### src/rtl/fir_tap_sequencer_if.sv
// fir_tap_sequencer_if: stream, memory-write and MAC control signals between the FIR sequencer and its datapath
interface fir_tap_sequencer_if #(parameter int AW = 6, parameter int DW = 16, parameter int ACCW = 40);
  logic            coef_valid, coef_ready;
  logic [DW-1:0]   coef_data;
  logic            sample_valid, sample_ready;
  logic [DW-1:0]   sample_data;
  logic            reload;
  logic            cmem_we;
  logic [AW-1:0]   cmem_addr;
  logic [DW-1:0]   cmem_wdata;
  logic            imem_we;
  logic [AW-1:0]   imem_addr;
  logic [DW-1:0]   imem_wdata;
  logic [AW-1:0]   rd_coef_addr, rd_samp_addr;
  logic            mac_en, mac_clear;
  logic [ACCW-1:0] mac_result;
  logic            out_valid, out_ready;
  logic [ACCW-1:0] out_data;
  logic            busy;
  modport master (
    input  coef_valid, coef_data, sample_valid, sample_data, reload, mac_result, out_ready,
    output coef_ready, sample_ready, cmem_we, cmem_addr, cmem_wdata, imem_we, imem_addr, imem_wdata,
           rd_coef_addr, rd_samp_addr, mac_en, mac_clear, out_valid, out_data, busy
  );
  modport slave (
    output coef_valid, coef_data, sample_valid, sample_data, reload, mac_result, out_ready,
    input  coef_ready, sample_ready, cmem_we, cmem_addr, cmem_wdata, imem_we, imem_addr, imem_wdata,
           rd_coef_addr, rd_samp_addr, mac_en, mac_clear, out_valid, out_data, busy
  );
endinterface

### src/rtl/fir_tap_sequencer.sv
// fir_tap_sequencer: clears sample memory, loads coefficients, then runs NTAPS MAC steps per sample
// over a circular sample buffer and hands each accumulated result out on a valid/ready port.
module fir_tap_sequencer #(
  parameter int NTAPS   = 64,
  parameter int AW      = 6,
  parameter int DW      = 16,
  parameter int ACCW    = 40,
  parameter int MAC_LAT = 2
) (
  input logic clk,
  input logic reset,
  fir_tap_sequencer_if.master bus
);
  localparam int DCW = MAC_LAT > 1 ? $clog2(MAC_LAT) : 1;
  localparam logic [AW-1:0]  LAST   = AW'(NTAPS - 1);
  localparam logic [DCW-1:0] LAST_D = DCW'(MAC_LAT - 1);
  typedef enum logic [2:0] {CLEAR, LOAD_COEF, IDLE, MAC_RUN, DRAIN, OUTPUT} state_t;
  state_t          r_state, w_next;
  logic [AW-1:0]   r_cnt, w_cnt, r_wp, w_wp;
  logic [DCW-1:0]  r_dcnt, w_dcnt;
  logic            r_out_valid, w_out_valid;
  logic [ACCW-1:0] r_out_data, w_out_data;
  always_ff @(posedge clk or negedge reset) begin
    if (!reset) begin
      r_state     <= CLEAR;
      r_cnt       <= '0;
      r_wp        <= '0;
      r_dcnt      <= '0;
      r_out_valid <= 1'b0;
      r_out_data  <= '0;
    end else begin
      r_state     <= w_next;
      r_cnt       <= w_cnt;
      r_wp        <= w_wp;
      r_dcnt      <= w_dcnt;
      r_out_valid <= w_out_valid;
      r_out_data  <= w_out_data;
    end
  end
  // Strobes are qualified by reset so every output reads 0 while reset is held, even in CLEAR.
  always_comb begin
    w_next           = r_state;
    w_cnt            = r_cnt;
    w_wp             = r_wp;
    w_dcnt           = r_dcnt;
    w_out_valid      = r_out_valid;
    w_out_data       = r_out_data;
    bus.coef_ready   = 1'b0;
    bus.sample_ready = 1'b0;
    bus.cmem_we      = 1'b0;
    bus.cmem_addr    = '0;
    bus.cmem_wdata   = '0;
    bus.imem_we      = 1'b0;
    bus.imem_addr    = '0;
    bus.imem_wdata   = '0;
    bus.rd_coef_addr = '0;
    bus.rd_samp_addr = '0;
    bus.mac_en       = 1'b0;
    bus.mac_clear    = 1'b0;
    bus.busy         = reset && r_state != IDLE;
    if (reset) begin
      case (r_state)
        CLEAR: begin
          bus.imem_we   = 1'b1;
          bus.imem_addr = r_cnt;
          w_cnt         = r_cnt + 1'b1;
          w_next        = r_cnt == LAST ? LOAD_COEF : CLEAR;
        end
        LOAD_COEF: begin
          bus.coef_ready = 1'b1;
          bus.cmem_we    = bus.coef_valid;
          bus.cmem_addr  = r_cnt;
          bus.cmem_wdata = bus.coef_data;
          if (bus.coef_valid) begin
            w_cnt  = r_cnt + 1'b1;
            w_next = r_cnt == LAST ? IDLE : LOAD_COEF;
          end
        end
        IDLE: begin
          bus.sample_ready = !bus.reload;
          bus.imem_addr    = r_wp;
          bus.imem_wdata   = bus.sample_data;
          if (bus.reload) begin
            w_cnt  = '0;
            w_next = LOAD_COEF;
          end else if (bus.sample_valid) begin
            bus.imem_we = 1'b1;
            w_cnt       = '0;
            w_next      = MAC_RUN;
          end
        end
        MAC_RUN: begin
          bus.mac_en       = 1'b1;
          bus.mac_clear    = r_cnt == '0;
          bus.rd_coef_addr = r_cnt;
          bus.rd_samp_addr = r_wp - r_cnt;
          w_cnt            = r_cnt + 1'b1;
          if (r_cnt == LAST) begin
            w_wp   = r_wp + 1'b1;
            w_dcnt = '0;
            w_next = DRAIN;
          end
        end
        DRAIN: begin
          w_dcnt = r_dcnt + 1'b1;
          if (r_dcnt == LAST_D) begin
            w_out_data  = bus.mac_result;
            w_out_valid = 1'b1;
            w_next      = OUTPUT;
          end
        end
        OUTPUT: begin
          w_out_valid = bus.out_ready ? 1'b0 : r_out_valid;
          w_next      = bus.out_ready ? IDLE : OUTPUT;
        end
        default: w_next = CLEAR;
      endcase
    end
  end
  assign bus.out_valid = r_out_valid;
  assign bus.out_data  = r_out_data;
endmodule
### src/flat_wrapper.sv
// flat-port wrapper written by rule: the top's interface ports become plain ports
module fir_tap_sequencer_flat 
#(
  parameter int NTAPS   = 64,
  parameter int AW      = 6,
  parameter int DW      = 16,
  parameter int ACCW    = 40,
  parameter int MAC_LAT = 2
)
  (clk, reset, bus_coef_valid, bus_coef_data, bus_sample_valid, bus_sample_data, bus_reload, bus_mac_result, bus_out_ready, bus_coef_ready, bus_sample_ready, bus_cmem_we, bus_cmem_addr, bus_cmem_wdata, bus_imem_we, bus_imem_addr, bus_imem_wdata, bus_rd_coef_addr, bus_rd_samp_addr, bus_mac_en, bus_mac_clear, bus_out_valid, bus_out_data, bus_busy);
  fir_tap_sequencer_if #(.AW(AW), .DW(DW), .ACCW(ACCW)) bus_i ();
  input logic clk;
  input logic reset;
  input wire logic [$bits(bus_i.coef_valid)-1:0] bus_coef_valid;
  input wire logic [$bits(bus_i.coef_data)-1:0] bus_coef_data;
  input wire logic [$bits(bus_i.sample_valid)-1:0] bus_sample_valid;
  input wire logic [$bits(bus_i.sample_data)-1:0] bus_sample_data;
  input wire logic [$bits(bus_i.reload)-1:0] bus_reload;
  input wire logic [$bits(bus_i.mac_result)-1:0] bus_mac_result;
  input wire logic [$bits(bus_i.out_ready)-1:0] bus_out_ready;
  output wire logic [$bits(bus_i.coef_ready)-1:0] bus_coef_ready;
  output wire logic [$bits(bus_i.sample_ready)-1:0] bus_sample_ready;
  output wire logic [$bits(bus_i.cmem_we)-1:0] bus_cmem_we;
  output wire logic [$bits(bus_i.cmem_addr)-1:0] bus_cmem_addr;
  output wire logic [$bits(bus_i.cmem_wdata)-1:0] bus_cmem_wdata;
  output wire logic [$bits(bus_i.imem_we)-1:0] bus_imem_we;
  output wire logic [$bits(bus_i.imem_addr)-1:0] bus_imem_addr;
  output wire logic [$bits(bus_i.imem_wdata)-1:0] bus_imem_wdata;
  output wire logic [$bits(bus_i.rd_coef_addr)-1:0] bus_rd_coef_addr;
  output wire logic [$bits(bus_i.rd_samp_addr)-1:0] bus_rd_samp_addr;
  output wire logic [$bits(bus_i.mac_en)-1:0] bus_mac_en;
  output wire logic [$bits(bus_i.mac_clear)-1:0] bus_mac_clear;
  output wire logic [$bits(bus_i.out_valid)-1:0] bus_out_valid;
  output wire logic [$bits(bus_i.out_data)-1:0] bus_out_data;
  output wire logic [$bits(bus_i.busy)-1:0] bus_busy;
  assign bus_i.coef_valid = bus_coef_valid;
  assign bus_i.coef_data = bus_coef_data;
  assign bus_i.sample_valid = bus_sample_valid;
  assign bus_i.sample_data = bus_sample_data;
  assign bus_i.reload = bus_reload;
  assign bus_i.mac_result = bus_mac_result;
  assign bus_i.out_ready = bus_out_ready;
  assign bus_coef_ready = bus_i.coef_ready;
  assign bus_sample_ready = bus_i.sample_ready;
  assign bus_cmem_we = bus_i.cmem_we;
  assign bus_cmem_addr = bus_i.cmem_addr;
  assign bus_cmem_wdata = bus_i.cmem_wdata;
  assign bus_imem_we = bus_i.imem_we;
  assign bus_imem_addr = bus_i.imem_addr;
  assign bus_imem_wdata = bus_i.imem_wdata;
  assign bus_rd_coef_addr = bus_i.rd_coef_addr;
  assign bus_rd_samp_addr = bus_i.rd_samp_addr;
  assign bus_mac_en = bus_i.mac_en;
  assign bus_mac_clear = bus_i.mac_clear;
  assign bus_out_valid = bus_i.out_valid;
  assign bus_out_data = bus_i.out_data;
  assign bus_busy = bus_i.busy;
  fir_tap_sequencer #(.NTAPS(NTAPS), .AW(AW), .DW(DW), .ACCW(ACCW), .MAC_LAT(MAC_LAT)) u_core (.clk(clk), .reset(reset), .bus(bus_i));
endmodule
### config.mk
export PLATFORM = sky130hd
export DESIGN_NAME = fir_tap_sequencer_flat
export DESIGN_NICKNAME = d
export VERILOG_FILES = /design/src/rtl/fir_tap_sequencer_if.sv /design/src/rtl/fir_tap_sequencer.sv /design/src/flat_wrapper.sv
export SDC_FILE = /design/constraint.sdc
export NUM_CORES = 1
export LEC_CHECK = 0
export BUFFER_PORTS_ARGS = -buffer_cell sky130_fd_sc_hd__buf_2
export CORE_MARGIN = 1.5
export CORE_UTILIZATION = 49
export CTS_BUF_LIST = sky130_fd_sc_hd__clkbuf_8
export DETAILED_ROUTE_END_ITERATION = 10
export MAX_ROUTING_LAYER = met4
export PLACE_DENSITY_LB_ADDON = 0.2
export SETUP_SLACK_MARGIN = 0.05
export SYNTH_ARGS = -nofsm -noshare
export SYNTH_HDL_FRONTEND = slang
export SYNTH_SLANG_ARGS = --single-unit
### constraint.sdc
create_clock -name clk -period 3.05 [get_ports clk]
set_clock_uncertainty 0.15 [all_clocks]
set_input_delay 0.1525 -clock clk [delete_from_list [all_inputs] [get_ports clk]]
set_output_delay 0.1525 -clock clk [all_outputs]
set_load 0.05 [all_outputs]
==> reports/results.ini <==
[hold_path]
min_from = bus_reload
min_path_type = in2reg

[synth]
yosys.area.top_type = dfrtp_1
syn_avg_cell_area_um2 = 10.7
synthTopCellsByArea = dfrtp_1, mux2_2, and2_1, and3_1, ha_1
synth_ff_type = dfrtp_1
synth_area_um2 = 3060
syn_inst = 287
ys_types = 41
yosys_warnings = 0
synth-edff-count = 0
yosysSeqAreaShare = 0.467
syn-num-nets = 374
synthTopCellsByCount = dfrtp_1, mux2_2, and2_1
async_flop_share = 1.00
yosysMostFrequentCell = dfrtp_1
synth-seq-cells = 57
synthDominantCellAreaShare = 0.467

[route]
firstDrtPassIters = 4
routed_via_density = 5.11
drt.antenna.violating_nets = 0
drt_iter0_markers = 123
drc_errors = 0
wl_per_cell_um = 15.7
wl_um = 9260
via_count = 3008

[floorplanning]
start_util = 0.513
die_h_um = 82.0
dieWidth_um = 82.0
io_pins = 182
dieArea_um2 = 6720
core_um2 = 5960
num_rows = 28

[setup_path]
rr_worst_depth = 5
crit_required_ns = 2.75
crit_path_end = bus_imem_we
crit_fanout = 24
max_stage_delay_ns = 0.54
path_cells = inv_1 > nor3_2 > buf_4 > and2_1 > and2b_1 > a21o_1 > buf_2
reg2reg_slack_ns = 0.89
cp-start-kind = flip-flop
crit_slowest_cell = dfrtp_1
worstSetupStartpoint = u_core.r_state[1]$_DFFE_PN0P_
critical_path_class = reg2out
end_kind = primary output
r2r_start = u_core.r_state[0]$_DFFE_PN0P_
rr_endpoint = u_core.r_wp[5]$_DFFE_PN0P_
worst-endpoint-arrival_ns = 2.38

[place]
gp_congestion = 0.941
port_buffers = 181
hpwlAfterDp_um = 5900
dp_slack_ns = 0.698

[sta]
slew_headroom = 0.657
maxClockFrequency_mhz = 373
period_share = 0.880
tightest_slew_ns = 0.514
finalHoldViolations = 0
rsz0062_at_grt = false
setup_ws_ns = 0.365
setup_viol = 0
period_minus_slack_ns = 2.68
slew_viol_final = 0
tns_ns = 0

[global_routing]
gr-usage-all-layers = 0.283
grt_pass1_wl_um = 13700
grt_pass1_vias = 2791
antenna_found_initial = 0
grt_max_degree = 42
overflow = 0

[clock_tree]
htreeDepth = 3
tritoncts = done
cts.sinks = 57
cts_root_buf = clkbuf_8
clock_path_buffers = 2
clock_latency_ns = 0.34
clk_pin_slew_ns = 0.06
cts_buffers = 9
post-cts-setup-buffers = 0

[power_and_ir_drop]
p_leak_nw = 2.71
ir_drop_mv = 0.518
p_per_area_nw_per_um2 = 611

[cells_and_area]
layout-drive-gt1-share = 0.488
n_antenna_cell = 0
syn2layout_area_growth_pct = 52.0
utilization = 0.780
fin_nets = 596

[run]
cap_violations = 0

[outcome]
outcome = finished clean

-- kinds of logic after synthesis --
family,after synthesis,synth area share
simple gates,106,0.197
flops,57,0.467
compound gates,38,0.0810
buf+inv,27,0.0389
fa+ha+maj,9,0.0393
mux,41,0.151
xor+xnor,9,0.0258
-- worst min-delay path by stage --
stage                     slack [ns]  cells past startpoint                                 end
after floorplan                -0.29                      0  u_core.bus.out_data[0]$_DFFE_PN0P_
after global placement         -0.07                      1       u_core.r_state[0]$_DFFE_PN0P_
after detailed placement       -0.06                      1       u_core.r_state[0]$_DFFE_PN0P_
after CTS                       0.06                      4       u_core.r_state[1]$_DFFE_PN0P_
after global routing            0.09                      4       u_core.r_state[1]$_DFFE_PN0P_
final                           0.06                      4       u_core.r_state[1]$_DFFE_PN0P_
-- cell type report --
cell class,instances,area (µm²)
clock buffer,11,151
clock inverter,5,55.1
fill,386,1310
inverter,10,37.5
multi-input combinational,203,1520
sequential,57,1430
tap,75,93.8
timing repair buffer,228,1360
-- report_power, final --
part           internal (mW)  switching (mW)
combinational          0.361           0.819
clock                  0.419           0.319
sequential             0.804           0.117
total                   1.58            1.25
-- sequential cells by signal, indices dropped and copies added (netlist names) --
register and flops:
u_core.bus.out_data 40, u_core.r_wp 6, u_core.bus.out_valid 1, u_core.r_dcnt 1, u_core.r_state 3, u_core.r_cnt 6
-- per-stage QoR --
stage | total power, mW | cell area [µm²] | hold WS (ns) | std cells
after floorplan | 1.78 | 3060 | -0.293 | 287
after global placement | 2.04 | 4020 | -0.0702 | 531
after detailed placement | 2.06 | 4020 | -0.0598 | 531
after CTS | 2.83 | 4640 | 0.0606 | 589
after global routing | 2.99 | 4650 | 0.0922 | 589
final | 2.84 | 4650 | 0.0613 | 589
-- worst max-delay path: cells and delay by family (launching register included) --
kind,cells,cell delay (ns)
DFF,1,0.54
AOI/OAI and AO/OA,1,0.12
buffers and inverters,3,0.66
and+or+nand+nor,3,0.72
-- repair_timing --
item,CTS,global route
gates resized for setup,0,1
hold buffers,42,0
endpoints found under the setup margin,0,1
endpoints found under the hold margin,50,0
-- cell usage in the layout, fill, tap and decap left out, drive strengths merged, types with 3 or more instances in the layout --
cell,count
buf,186
dfrtp,57
dlygate4sd3,42
mux2,41
and2,21
and3,17
nand2,16
nor2,16
o21ai,15
nor3,13
inv,11
clkbuf,11
ha,8
a21oi,7
xnor2,6
a22o,6
nand3,4
xor2,3
nand2b,3
a21o,3
o31ai,3
nand4,3
or2,3
-- routing by layer --
layer / vias up / GRT usage / share of wire
li1: 1445 / - / -
met1: 1422 / 0.325 / 0.40
met2: 120 / 0.491 / 0.53
met3: 21 / 0.0689 / 0.055
met4: 0 / 0.0831 / 0.017
met5: - / - / 0
Note: power is estimated with default switching activity, not from simulation.
